File: src/rtl/id_hazard_controller.sv
// Decode-stage pipeline sequencer for the 5-stage MIPS core.
// It keeps a small scoreboard of the instructions in EX and MEM. From that it
// raises load-use / RAW stalls, flushes wrong-path work on a taken branch, and
// freezes every pipeline register while data memory is busy.
module id_hazard_controller #(
  parameter bit FORWARDING = 1'b1,
  parameter int CNT_W      = 16
) (
  input  logic             clk,
  input  logic             rst_n,
  input  logic             i_id_valid,
  input  logic [4:0]       i_id_rs,
  input  logic [4:0]       i_id_rt,
  input  logic             i_id_uses_rt,
  input  logic [4:0]       i_id_dest,
  input  logic             i_id_regwrite,
  input  logic             i_id_memread,
  input  logic             i_mem_br_taken,
  input  logic             i_mem_busy,
  output logic             o_pc_write,
  output logic             o_if_id_write,
  output logic             o_if_id_flush,
  output logic             o_id_ex_bubble,
  output logic             o_ex_flush,
  output logic             o_pipe_freeze,
  output logic             o_hazard_stall,
  output logic [CNT_W-1:0] o_stall_cycles
);

  typedef enum logic {
    ST_RUN    = 1'b0,
    ST_FREEZE = 1'b1
  } state_t;

  state_t r_state;
  state_t w_state_next;

  logic       r_ex_valid;
  logic       r_ex_regwrite;
  logic       r_ex_memread;
  logic [4:0] r_ex_dest;
  logic       r_mem_valid;
  logic       r_mem_regwrite;
  logic       r_mem_memread;
  logic [4:0] r_mem_dest;

  logic [CNT_W-1:0] r_stall_cycles;

  logic w_ex_match;
  logic w_mem_match;
  logic w_hazard;
  logic w_pc_write;
  logic w_if_id_write;
  logic w_if_id_flush;
  logic w_id_ex_bubble;
  logic w_ex_flush;
  logic w_pipe_freeze;
  logic w_hazard_stall;

  // Compare the ID source registers against the EX and MEM destinations.
  // A bubble or a write to $zero never produces a dependency.
  always_comb begin
    w_ex_match  = r_ex_valid & r_ex_regwrite & (r_ex_dest != 5'd0) &
                  ((r_ex_dest == i_id_rs) | (i_id_uses_rt & (r_ex_dest == i_id_rt)));
    w_mem_match = r_mem_valid & r_mem_regwrite & (r_mem_dest != 5'd0) &
                  ((r_mem_dest == i_id_rs) | (i_id_uses_rt & (r_mem_dest == i_id_rt)));
    if (FORWARDING)
      w_hazard = i_id_valid & w_ex_match & r_ex_memread;
    else
      w_hazard = i_id_valid & (w_ex_match | w_mem_match);
  end

  // Next state and pipeline controls; busy memory beats a taken branch, which
  // beats a hazard. Leaving FREEZE, that same cycle behaves exactly like RUN.
  always_comb begin
    w_state_next   = r_state;
    w_pc_write     = 1'b1;
    w_if_id_write  = 1'b1;
    w_if_id_flush  = 1'b0;
    w_id_ex_bubble = 1'b0;
    w_ex_flush     = 1'b0;
    w_pipe_freeze  = 1'b0;
    w_hazard_stall = 1'b0;

    case (r_state)
      ST_RUN:    if (i_mem_busy)  w_state_next = ST_FREEZE;
      ST_FREEZE: if (!i_mem_busy) w_state_next = ST_RUN;
      default:   w_state_next = ST_RUN;
    endcase

    if (i_mem_busy) begin
      w_pipe_freeze = 1'b1;
      w_pc_write    = 1'b0;
      w_if_id_write = 1'b0;
    end else if (i_mem_br_taken) begin
      w_if_id_flush  = 1'b1;
      w_id_ex_bubble = 1'b1;
      w_ex_flush     = 1'b1;
    end else if (w_hazard) begin
      w_pc_write     = 1'b0;
      w_if_id_write  = 1'b0;
      w_id_ex_bubble = 1'b1;
      w_hazard_stall = 1'b1;
    end

    if (!rst_n) begin
      w_state_next   = ST_RUN;
      w_pc_write     = 1'b0;
      w_if_id_write  = 1'b0;
      w_if_id_flush  = 1'b0;
      w_id_ex_bubble = 1'b1;
      w_ex_flush     = 1'b0;
      w_pipe_freeze  = 1'b0;
      w_hazard_stall = 1'b0;
    end
  end

  // State register.
  always_ff @(posedge clk or negedge rst_n) begin
    if (!rst_n)
      r_state <= ST_RUN;
    else
      r_state <= w_state_next;
  end

  // Shift ID into the EX/MEM scoreboard unless frozen; a bubble enters as invalid.
  always_ff @(posedge clk or negedge rst_n) begin
    if (!rst_n) begin
      r_ex_valid     <= 1'b0;
      r_ex_regwrite  <= 1'b0;
      r_ex_memread   <= 1'b0;
      r_ex_dest      <= 5'd0;
      r_mem_valid    <= 1'b0;
      r_mem_regwrite <= 1'b0;
      r_mem_memread  <= 1'b0;
      r_mem_dest     <= 5'd0;
    end else if (!w_pipe_freeze) begin
      r_mem_valid    <= r_ex_valid;
      r_mem_regwrite <= r_ex_regwrite;
      r_mem_memread  <= r_ex_memread;
      r_mem_dest     <= r_ex_dest;
      r_ex_valid     <= i_id_valid & ~w_id_ex_bubble;
      r_ex_regwrite  <= i_id_regwrite;
      r_ex_memread   <= i_id_memread;
      r_ex_dest      <= i_id_dest;
    end
  end

  // Saturating count of cycles lost to hazard stalls or memory freezes.
  always_ff @(posedge clk or negedge rst_n) begin
    if (!rst_n)
      r_stall_cycles <= '0;
    else if ((w_hazard_stall | w_pipe_freeze) && (r_stall_cycles != '1))
      r_stall_cycles <= r_stall_cycles + {{(CNT_W-1){1'b0}}, 1'b1};
  end

  assign o_pc_write     = w_pc_write;
  assign o_if_id_write  = w_if_id_write;
  assign o_if_id_flush  = w_if_id_flush;
  assign o_id_ex_bubble = w_id_ex_bubble;
  assign o_ex_flush     = w_ex_flush;
  assign o_pipe_freeze  = w_pipe_freeze;
  assign o_hazard_stall = w_hazard_stall;
  assign o_stall_cycles = r_stall_cycles;

endmodule

File: config.mk
export PLATFORM = sky130hd
export DESIGN_NAME = id_hazard_controller
export DESIGN_NICKNAME = d
export VERILOG_FILES = /design/src/rtl/id_hazard_controller.sv
export SDC_FILE = /design/constraint.sdc
export NUM_CORES = 1
export LEC_CHECK = 0
export CORE_MARGIN = 1
export CORE_UTILIZATION = 40
export DETAILED_ROUTE_END_ITERATION = 10
export GPL_TIMING_DRIVEN = 0
export PLACE_DENSITY = 0.79
export SYNTH_ARGS = -nofsm -noshare
export SYNTH_HDL_FRONTEND = slang
export SYNTH_SLANG_ARGS = --single-unit
File: constraint.sdc
create_clock -name clk -period 1.9 [get_ports clk]
set_input_delay 0.38 -clock clk [delete_from_list [all_inputs] [get_ports clk]]
set_output_delay 0.38 -clock clk [all_outputs]
set_load 0.02 [all_outputs]
== Yosys cells after proc, flatten, opt, wreduce, memory -nomap -nowiden ==
Cells that the tools add are included.

* Register bits after elaboration: 24
* Output and inout port bits: 23

* Reduce and logical (&&, ||, !) cells: 2
* Add/subtract/negate cells: 1
* Equal/unequal tests: 3
* Multiplexer cells: 16
* Bitwise gates (word level): 10

{| class="wikitable"
|+ Operators with widths
! cell !! number
|-
| $add A16 B1 Y16 const B || 1
|-
| $mux W1 || 16
|-
| $ne A16 B16 Y1 const B || 1
|-
| $eq A5 B5 Y1 || 2
|-
| $and A1 B1 Y1 || 7
|-
| $reduce_bool A5 Y1 || 1
|-
| $or A1 B1 Y1 || 2
|-
| $logic_and A1 B1 Y1 || 1
|-
| $not A1 Y1 || 1
|}

== Logic depth before layout (Yosys ltp) ==
* Depth after elaboration: 12
* Mapped depth: 8

== Worst setup path before layout ==
Ideal clock, no wire load.

* Kind: flip-flop to flip-flop
* Start point: register r_stall_cycles[9], in the netlist o_stall_cycles[9]
* End point: register r_stall_cycles[10], in the netlist o_stall_cycles[10]
* Path buffers: 1
* Data arrival time: 1850 ps
* Cell stages (with the launch flop): 8
* Setup slack: -81 ps
* Path through: dfrtp_1 nand4_1 or3_1 o2111a_1 a22o_1 buf_6 nand4_1 xnor2_1

* Longest elaborated chain between the ends: 2
* Elaborated cells on any way between the ends: 3
* Classes of those cells: 1 x add/sub; 1 x eq/ne; 1 x reduce/logical

{| class="wikitable"
|+ RTL lines
! element !! line !! source
|-
| from (decl) || 47 || <nowiki>logic [CNT_W-1:0] r_stall_cycles;</nowiki>
|-
| from (signal assigned) || 154 || <nowiki>r_stall_cycles <= r_stall_cycles + {{(CNT_W-1){1'b0}}, 1'b1};</nowiki>
|-
| branches (longest 2 deep; another with $add A16 B1 Y16) || n/a ||
|}

Several ways; the timed one is not identified.
A chain may end at the register's enable or synchronous reset.

== Worst setup path after layout ==
* Start point: register r_ex_dest[2]
* End point: output o_pc_write

* Longest elaborated chain between the ends: 10
* Elaborated cells on any way between the ends: 13
* Classes of those cells: 2 x eq/ne; 4 x mux; 6 x bitwise; 1 x reduce/logical

{| class="wikitable"
|+ RTL lines
! element !! line !! source
|-
| from (decl) || 41 || <nowiki>logic [4:0] r_ex_dest;</nowiki>
|-
| from (signal assigned) || 145 || <nowiki>r_ex_dest <= i_id_dest;</nowiki>
|-
| $eq A5 B5 Y1 || 64 || <nowiki>((r_ex_dest == i_id_rs) | (i_id_uses_rt & (r_ex_dest == i_id_rt)));</nowiki>
|-
| $and A1 B1 Y1 || 64 ||
|-
| $or A1 B1 Y1 || 64 ||
|-
| $and A1 B1 Y1 (*) || 63 || <nowiki>w_ex_match = r_ex_valid & r_ex_regwrite & (r_ex_dest != 5'd0) &</nowiki>
|-
| $and A1 B1 Y1 (*) (2 in series) || 68 || <nowiki>w_hazard = i_id_valid & w_ex_match & r_ex_memread;</nowiki>
|-
| $mux W1 (*) || 99 || <nowiki>end else if (w_hazard) begin</nowiki>
|-
| $mux W1 (*) || 95 || <nowiki>end else if (i_mem_br_taken) begin</nowiki>
|-
| $mux W1 (*) || 91 || <nowiki>if (i_mem_busy) begin</nowiki>
|-
| $mux W1 (*) || 106 || <nowiki>if (!rst_n) begin</nowiki>
|-
| to (decl) || 20 || <nowiki>output logic o_pc_write,</nowiki>
|}

Every way passes the cells marked *; elsewhere a longest branch is shown, timed or not.

==> flow_summary.yaml <==
timing:
  timing.final.crit_period_ns: 2.148
  slew_headroom_pct: 28.57
  hold_slack_ns: 0.4837
  finalSetupViolCount: 5
  finalHoldViolations: 0
  rsz0062_at_grt: "yes"
  fin_skew_ns: 0.01045
  layout_setup_ws_ns: -0.2483
  period_share_pct: 113.1
  slew_viol_final: 0
  worst_slew_pin_slew_ns: 1.068
  fmax_mhz: 465.5
global_routing:
  grt_pass1_vias: 1049
  gr-usage-all-layers_pct: 18.70
  grt_pass1_wl_um: 4809
  antenna_found_initial: 0
  grt_max_degree: 25
  grt_overflow_total: 0
synthesis:
  ys_seq_elements: 24
  synthArstFlopShare_pct: 100.0
  ys_seq_area_share_pct: 47.52
  yosysWarnings: 0
  synth_flop_cell: "dfrtp_1"
  ys_types: 29
  yosys.area.top_type: "dfrtp_1"
  synthCells: 119
  synth_area_um2: 1264
  synth_top_area_share_pct: 47.52
  synth.most_common_cell: "dfrtp_1"
  synth_commonest_cells: "24 x dfrtp_1, 19 x xnor2_1, 14 x nand2_1"
  synth_area_leaders: "dfrtp_1 48%, xnor2_1 13%, mux2_2 8.0%"
  synth_edf_count: 0
  synth_nets: 143
  syn_area_per_cell_um2: 10.62
clocking:
  cts_sinks: 24
  max-clock-path-buffers: 2
  cts.clk_slew.worst_paths_ns: 0.14
  cts_tree: "built"
  htree_levels: 1
  clk_latency_ns: 0.33
  cts-root-buf: "clkbuf_4"
  cts_buffers: 3
hold_path:
  hp-start: "rst_n"
  min_path_type: "in -> reg"
worst_setup_path:
  arrival_ns: 1.77
  endpoint_kind: "output port"
  worst-path-buf-inv: 2
  crit_required_ns: 1.52
  cp_slowest_cell: "dfrtp_2"
  critPathLaunch: "r_ex_dest[2]"
  critPathKind: "reg -> out"
  critPathLaunchType: "flop"
  path_delay_family: "flip-flops"
  path_max_fanout: 4
  r2r-start: "r_ex_dest[2]"
  worstPathCellList: "xnor2_1, nand2_1, o22ai_4, a31oi_1, buf_4, buf_6"
  cp_slowest_stage_delay_ns: 0.48
status:
  status: "complete, but fails checks"
  violations: "setup timing"
pwr:
  powerDensity_nw_per_um2: 748.8
  ir_worst_vdd_mv: 0.4033
  p_leak_uw: 0.0009024
die:
  start_util_pct: 41.74
  boundaryPins: 46
  core_area_um2: 3028
  chipWidth_um: 58.21
  num_rows: 20
  dieArea_um2: 3388
  die_y_um: 58.21
layout:
  fin_area_um2: 2127
  layout.nets: 213
  antenna_cells: 0
  area_growth_pct: 68.32
  fillerInstances: 208
  multi_input_area_um2: 783.3
  drive_gt1_share_pct: 41.49
  final-seq-area_um2: 615.6
place:
  post-dp-hpwl_um: 2112
  gp_congestion: 0.8365
  placed_area_um2: 1789
  io_buffers: 45
route:
  wire_per_inst_um: 14.38
  ant_nets: 0
  vias: 1165
  viasPerCell: 5.022
  drc_errors: 0
  first_pass_iters: 4
  drt_iter0_markers: 36
  totalWireLength_um: 3335
job:
  maxCapViolCount: 0
timing repair:
item	in CTS	in global routing
gates cloned	0	1
buffers inserted	7	11
hold buffers	1	0
pin swaps	14	15
endpoints found under the hold margin	24	0
endpoints found under the setup margin	31	20
gates resized for setup	51	30
state kept, by name, indices dropped and copies added, names as in the netlist:
name            flops
r_ex_dest           5
r_ex_valid          1
o_stall_cycles     16
r_ex_memread        1
r_ex_regwrite       1
cell type report:
| cell class | instances | share of cell area (%) |
|---|---|---|
| well taps | 44 | 2.588 |
| inverters | 2 | 0.3529 |
| repair buffers | 65 | 28.18 |
| flip-flops and latches | 24 | 28.94 |
| multi-input cells | 89 | 36.82 |
| plain buffers | 4 | 1.412 |
| clock buffers | 4 | 1.706 |
path summary, 6_finish.rpt:
path,cells after the start,endpoint,slack [ns]
setup / recovery,6,o_pc_write,-0.25
hold / removal,4,r_ex_valid,0.48
setup reg to reg,7,o_stall_cycles[12],-0.01
hold reg to reg,1,o_stall_cycles[15],0.51
max in group asynchronous,2,o_stall_cycles[3],0.32
min in group asynchronous,2,r_ex_dest[0],0.85
worst min-delay path, stage by stage:
cell,delay [ns]
buf_4,0.14
nand2_4,0.11
nand2_1,0.09
o2bb2ai_1,0.06
kinds of logic after synthesis:
logic type / Yosys count / synth area share [%]
AND/OR/NAND/NOR: 46 / 18.71
buffers and inverters: 6 / 2.970
adder cells (fa/ha/maj): 1 / 0.9899
multiplexers: 9 / 8.020
flip-flops: 24 / 47.53
AO/OA/AOI/OAI: 9 / 5.149
XOR/XNOR: 24 / 16.63
layout by cell type (no fill, tap or decap), types with 3 or more instances in the layout:
master / n
clkdlybuf4s50_1: 27
buf_4: 21
xnor2_1: 15
dfrtp_2: 12
dfrtp_1: 12
nand2_1: 11
mux2_2: 9
dlygate4sd2_1: 9
nand4_1: 7
xor2_1: 5
buf_6: 5
xnor2_2: 4
nand3_2: 4
nand3_1: 3
and3_1: 3
nor3_1: 3
clkbuf_4: 3
layer usage:
metal,vias up,share of wire (%),routed length (um),global-route usage (%)
met5,-,0,0,0
met4,0,2.0,68,8.163
met3,8,2.8,92,2.232
met2,25,52,1741,31.69
met1,572,43,1432,24.01
li1,560,-,-,-
where the power goes:
group / total (uW) / switching [uW] / internal [uW]
registers: 696 / 101 / 595
clock network: 279 / 162 / 117
logic: 617 / 282 / 335
total: 1590 / 545 / 1050
metrics by stage:
step	setup slack, ns	utilization [%]	power, uW	std cells	setup TNS (ns)
floorplan	0.008283	-	956.0	119	0
global placement	-1.557	59.09	1192	208	-30.40
detailed placement	-1.626	59.09	1207	208	-32.65
CTS	-0.1546	62.98	1519	220	-0.4927
global route	-0.3352	70.25	1682	232	-1.444
finish	-0.2483	70.25	1593	232	-0.8558
Note: power is estimated with default switching activity, not from simulation.
